[src/rtl/pipelined_adder.sv]
// Pipelined ripple-carry add/sub: one CHUNK-bit slice per stage, latency NSTAGE cycles.
// Global stall: the whole pipe holds while a result waits (o_valid & ~i_ready); o_ready = advance.

module full_adder (
  input  logic a,
  input  logic b,
  input  logic ci,
  output logic s,
  output logic co
);
  assign s  = a ^ b ^ ci;
  assign co = (a & b) | (ci & (a ^ b));
endmodule

module pipelined_adder #(
  parameter int WIDTH = 32,
  parameter int CHUNK = 8
) (
  input  logic             i_clk,
  input  logic             i_rst,
  input  logic             i_valid,
  output logic             o_ready,
  input  logic [WIDTH-1:0] i_a,
  input  logic [WIDTH-1:0] i_b,
  input  logic             i_cin,
  input  logic             i_sub,
  output logic             o_valid,
  input  logic             i_ready,
  output logic [WIDTH-1:0] o_sum,
  output logic             o_cout,
  output logic             o_ovf,
  output logic             o_zero
);
  localparam int NSTAGE = WIDTH / CHUNK;

  if ((WIDTH % CHUNK) != 0) begin : g_bad_chunk
    $fatal(1, "pipelined_adder: WIDTH must be an integer multiple of CHUNK");
  end

  logic             advance;
  logic [WIDTH-1:0] b_eff;
  logic             cin_eff;

  logic             v_q [NSTAGE];
  logic             c_q [NSTAGE];
  logic             m_q [NSTAGE];
  logic [WIDTH-1:0] a_q [NSTAGE];
  logic [WIDTH-1:0] b_q [NSTAGE];
  logic [WIDTH-1:0] s_q [NSTAGE];

  logic [WIDTH-1:0] op_a  [NSTAGE];
  logic [WIDTH-1:0] op_b  [NSTAGE];
  logic             op_c  [NSTAGE];
  logic [WIDTH-1:0] s_nxt [NSTAGE];

  logic [WIDTH-1:0]  slice_sum;
  logic [NSTAGE-1:0] slice_co;
  logic [NSTAGE-1:0] slice_cm;

  assign advance = ~o_valid | i_ready;
  assign o_ready = advance;
  assign b_eff   = i_sub ? ~i_b : i_b;
  assign cin_eff = i_sub | i_cin;

  // Stage k works on operands/partial sum held by stage k-1 (stage 0 on the ports).
  always_comb begin
    op_a[0]  = i_a;
    op_b[0]  = b_eff;
    op_c[0]  = cin_eff;
    s_nxt[0] = '0;
    for (int k = 1; k < NSTAGE; k++) begin
      op_a[k]  = a_q[k-1];
      op_b[k]  = b_q[k-1];
      op_c[k]  = c_q[k-1];
      s_nxt[k] = s_q[k-1];
    end
    for (int k = 0; k < NSTAGE; k++) begin
      s_nxt[k][k*CHUNK +: CHUNK] = slice_sum[k*CHUNK +: CHUNK];
    end
  end

  for (genvar k = 0; k < NSTAGE; k++) begin : g_stage
    for (genvar j = 0; j < CHUNK; j++) begin : g_bit
      logic ci;
      logic co;
      if (j == 0) begin : g_first
        assign ci = op_c[k];
      end else begin : g_chain
        assign ci = g_bit[j-1].co;
      end
      full_adder u_fa (
        .a  (op_a[k][k*CHUNK+j]),
        .b  (op_b[k][k*CHUNK+j]),
        .ci (ci),
        .s  (slice_sum[k*CHUNK+j]),
        .co (co)
      );
    end
    assign slice_co[k] = g_bit[CHUNK-1].co;
    assign slice_cm[k] = g_bit[CHUNK-1].ci;
  end

  always_ff @(posedge i_clk or posedge i_rst) begin
    if (i_rst) begin
      for (int k = 0; k < NSTAGE; k++) begin
        v_q[k] <= 1'b0;
        c_q[k] <= 1'b0;
        m_q[k] <= 1'b0;
        a_q[k] <= '0;
        b_q[k] <= '0;
        s_q[k] <= '0;
      end
    end else if (advance) begin
      v_q[0] <= i_valid;
      for (int k = 1; k < NSTAGE; k++) begin
        v_q[k] <= v_q[k-1];
      end
      for (int k = 0; k < NSTAGE; k++) begin
        a_q[k] <= op_a[k];
        b_q[k] <= op_b[k];
        c_q[k] <= slice_co[k];
        m_q[k] <= slice_cm[k];
        s_q[k] <= s_nxt[k];
      end
    end
  end

  assign o_valid = v_q[NSTAGE-1];
  assign o_sum   = s_q[NSTAGE-1];
  assign o_cout  = c_q[NSTAGE-1];
  assign o_ovf   = m_q[NSTAGE-1] ^ c_q[NSTAGE-1];
  // Qualified with valid so the flag reads 0 out of reset.
  assign o_zero  = o_valid & ~|o_sum;
endmodule

[config.mk]
export PLATFORM = sky130hd
export DESIGN_NAME = pipelined_adder
export DESIGN_NICKNAME = d
export VERILOG_FILES = /design/src/rtl/pipelined_adder.sv
export SDC_FILE = /design/constraint.sdc
export NUM_CORES = 1
export LEC_CHECK = 0
export CORE_MARGIN = 5
export CORE_UTILIZATION = 45
export DETAILED_ROUTE_END_ITERATION = 12
export PLACE_DENSITY = 0.67
export RECOVER_POWER = 50
export SYNTH_ARGS = -nofsm -noshare
export SYNTH_HDL_FRONTEND = slang
export SYNTH_SLANG_ARGS = --single-unit
[constraint.sdc]
create_clock -name i_clk -period 7.9 [get_ports i_clk]
set_clock_uncertainty 0.15 [all_clocks]
set_input_delay 1.58 -clock i_clk [delete_from_list [all_inputs] [get_ports i_clk]]
set_output_delay 1.58 -clock i_clk [all_outputs]
set_load 0.01 [all_outputs]
Word level (Yosys, flattened, before mapping). Index checks and enable logic that the tools add are counted.

Register bits: 281. Bits of input ports: 70. Output and inout bits: 37. Logic and storage cells: 188.

Mux-type cells: 1. Bitwise operators: 166. Reduce and logical (&&, ||, !) cells: 2.

Operators with widths (number): $and 1x1->1 (65); $xor 1x1->1 (65); $or 1x1->1 (34); $mux 32 (1); $not 32->32 (1); $reduce_or 32->1 (1); $logic_not 1->1 (1); $not 1->1 (1).

Longest topological paths before layout.
Word-level depth: 19. Mapped depth: 14. Gate-level depth less buffers: 13.

By module. Synthesis repeated with hierarchy kept, for this count alone.

Cell total of the unflattened synthesis: 501. Area, all modules: 8486.9 um^2.

Modules (own cells, without submodules): pipelined_adder (instances 1, cells an instance 469, area each 7846.3 um^2, sequential area each 4629.4 um^2); full_adder (instances 32, cells an instance 1, area each 20.0 um^2, sequential area each 0.0 um^2).

Worst setup path before layout. OpenSTA, ideal clock, no wires.

Path type: input to register. Start point: in i_sub. End point: reg s_q, in the netlist s_nxt[71]. Setup time: 0.125 ns. Arrival time: 5.636 ns. Data required time: 7.625 ns. Slack: 1.989 ns. Cell stages on the path: 13. Buffers on the path: 2. Path through: buf_2 -> buf_4 -> xnor2_1 -> fa_1 -> fa_1 -> fa_1 -> fa_1 -> fa_1 -> fa_1 -> fa_1 -> inv_1 -> fa_1 -> mux2_4.

Word-level cells in the longest chain between the ends: 17. Elaborated cells on any way between the ends: 32. Classes of those cells: mux (1); bitwise (31).

RTL lines: from (decl) (RTL line 26) `input logic i_sub,`; $mux 32 (RTL line 62) `assign b_eff = i_sub ? ~i_b : i_b;`; $xor 1x1->1 (RTL line 12) `assign co = (a & b) | (ci & (a ^ b));`; $and 1x1->1 (RTL line 12); $or 1x1->1 (RTL line 12); $and 1x1->1 (RTL line 12); $or 1x1->1 (RTL line 12); $and 1x1->1 (RTL line 12); $or 1x1->1 (RTL line 12); [... 2 more ...]; $and 1x1->1 (RTL line 12); $or 1x1->1 (RTL line 12); $and 1x1->1 (RTL line 12); $or 1x1->1 (RTL line 12); $and 1x1->1 (RTL line 12); $or 1x1->1 (RTL line 12); $xor 1x1->1 (*) (RTL line 11) `assign s = a ^ b ^ ci;`; net g_stage[0].g_bit[7].u_fa.s (RTL line 8) `output logic s,`; to (signal, indexed assignment) (RTL line 123) `s_q[k] <= s_nxt[k];`; to (decl) (RTL line 49) `logic [WIDTH-1:0] s_q [NSTAGE];`.

The timed path passes the listed nets; every way through them passes the cells marked *. A chain may end at the register's enable or synchronous reset.

Worst setup path in the final report.
Start point: in i_ready. End point: out o_ready.

Word-level cells in the longest chain between the ends: 1.

RTL lines: from (decl) (RTL line 28) `input logic i_ready,`; $or 1x1->1 (RTL line 60) `assign advance = ~o_valid | i_ready;`; to (decl) (RTL line 22) `output logic o_ready,`.

No other way between the ends.

==> flow_summary.ini <==
[status]
outcome = complete, but fails checks
violations = capacitance limit, slew limit

[die]
rows = 50
io_pins = 107
dieArea_um2 = 21500
fp.coreArea_um2 = 18600
die_y_um = 147
die-width_um = 147
start_util = 0.453

[worst_setup_path]
ff2ff_setup_slack_ps = 3570
cp_cell_sequence = dlygate4sd3_1 -> nand2b_1 -> clkdlybuf4s50_1
cp.required_ps = 6170
critPathKind = in2out
cpLargestDelayFamily = buffers and inverters
arrival_ps = 4160
critPathLaunchType = input port
critPathCaptureType = output pin
critPathSlowestCell = nand2b_1
crit_buf_inv = 2
cp_max_fo = 37
critical-path-max-stage-delay_ps = 1250

[yosys]
synth_cells = 561
yosys.area.top_type = dfrtp_1
seq_area_frac_synth = 0.550
synthesis.nets = 663
synth_cell_type_count = 24
syn_area_per_cell_um2 = 15.0
ys_warn_count = 0
ys_ff_latch = 185
synth_top_area_share = 0.550
syn_area_um2 = 8420
netlist_top_cells_area = dfrtp_1 55%, mux2_4 21%, fa_1 7.6%

[hold_path]
min_path_type = reg2reg

[timing]
finalCritPeriodShare = 0.746
grt_setup_unrepaired = no
slew_violations = 105
fin_crit_ps = 5890
hold_slack_ps = 335
worst_pin_slew_ps = 3450
tns_ps = 0
setup_viol = 0
max_freq_mhz = 170
slew_headroom = -1.30
hold_viol = 0

[job]
maxCapViolations = 2

[clock_network]
postCtsSetupBuffers = 0
clk_pin_slew_ps = 60
cts-root-buf = clkbuf_16
clockBufferDepth = 2
cts-resized-gates = 0
insertion_delay_ps = 420
cts_buffers = 17
cts_tree = built
htree_levels = 4
cts_sinks = 185
cts_hold_buf = 0

[place]
place_congestion = 0.760
dp_hpwl_um = 11000
dp.cells = 876
io_buffers = 106

[drt]
wire_per_inst_um = 16.8
first_pass_iters = 4
final_antenna_net_count = 0
vias = 4397
routed_wl_um = 15300
viasPerCell = 4.84
drc_errors = 0
dr.first_iter.drc_count = 243

[layout]
drive_gt1_frac = 0.217
final_nets = 763
mostFrequentLayoutCell = dfrtp_1
final_cells = 908
final_cell_mix = 185 x dfrtp_1, 101 x mux2_4, 68 x clkdlybuf4s50_1
utilization = 0.540
area_growth_syn_to_layout_pct = 19.2
n_fill_cell = 1525

[pwr]
total_power_mw = 3.97
vdd_drop_max_uv = 169
power_density_nw_per_um2 = 396
leakage_nw = 4.51

[global_routing]
antenna_found_initial = 1
grt_pass1_wl_um = 25500
grt_max_degree = 121
grt_pass1_vias = 4814
grt.total_usage = 0.148
gr-total-overflow = 0
[layout make-up]
cell class,count,area (um^2),share of cell area
tap,234,293,0.0292
antenna,1,2.50,0.000249
multi-input combinational,315,3340,0.333
timing repair buffer,111,1090,0.109
inverter,31,124,0.0123
sequential,185,4630,0.461
clock inverter,6,38.8,0.00386
clock buffer,25,515,0.0514
[synth_stat cells]
master      n
nand2b_4    1
nand4_1     2
xor2_1      4
buf_2       8
xnor2_1    29
o21ai_0    13
buf_6      15
mux2_1      3
mux2_4    120
a21oi_1    38
clkbuf_1    3
dfrtp_1   185
nor3_1      1
mux2_2     10
fa_1       32
nand2b_1    1
clkbuf_4    2
nand2_1    13
nor4_1      6
or3_1       1
buf_4       2
nor2_1     40
inv_1      31
nor4b_1     1
[cells by family after synthesis]
family,synth area share
flops,0.550
fa+ha+maj,0.0761
buf+inv,0.0435
mux,0.231
compound gates,0.0303
xor+xnor,0.0343
simple gates,0.0343
[stage by stage]
stage / setup WS [ps] / area (um^2)
after floorplan: 1140 / 8420
after global placement: 1850 / 9560
after detailed placement: 1780 / 9560
after CTS: 2230 / 10100
after global routing: 1110 / 10000
final: 2010 / 10000
[state kept, by name, summed over array words and instances, names as in the netlist]
register          cells
a_q                  48
b_q                  48
g_stage.g_bit.ci      3
m_q                   1
o_cout                1
o_sum                32
o_valid               1
s_nxt                48
v_q                   3
[report_power, final]
| group | internal, mW | switching (mW) |
|---|---|---|
| logic | 0.911 | 0.585 |
| clock network | 0.450 | 0.338 |
| registers | 1.38 | 0.304 |
[worst register-to-register path: stages, from the launching register on]
cell and delay (ps):
dfrtp_1 350, inv_1 100, fa_1 190, inv_1 60, fa_1 470, fa_1 480, fa_1 460, fa_1 460
fa_1 420, inv_1 100, fa_1 200, inv_1 70, fa_1 460, mux2_4 260
[metal layers]
| metal | wire, um | share of wire | GRT usage |
|---|---|---|---|
| met5 | 0 | 0 | 0 |
| met4 | 223 | 0.015 | 0.0461 |
| met3 | 534 | 0.035 | 0.0321 |
| met2 | 7100 | 0.46 | 0.228 |
| met1 | 7420 | 0.49 | 0.214 |
[worst paths after layout]
kind                                   to    start  depth (start not counted)
worst max-delay path              o_ready  i_ready                          3
worst min-delay path              a_q[95]  a_q[95]                          1
worst max register to register  o_sum[31]  b_q[56]                         13
worst min register to register    a_q[95]  a_q[95]                          1
max in group asynchronous        a_q[127]    i_rst                          3
min in group asynchronous        b_q[106]    i_rst                          2
Power figures use the tool's default switching activity.
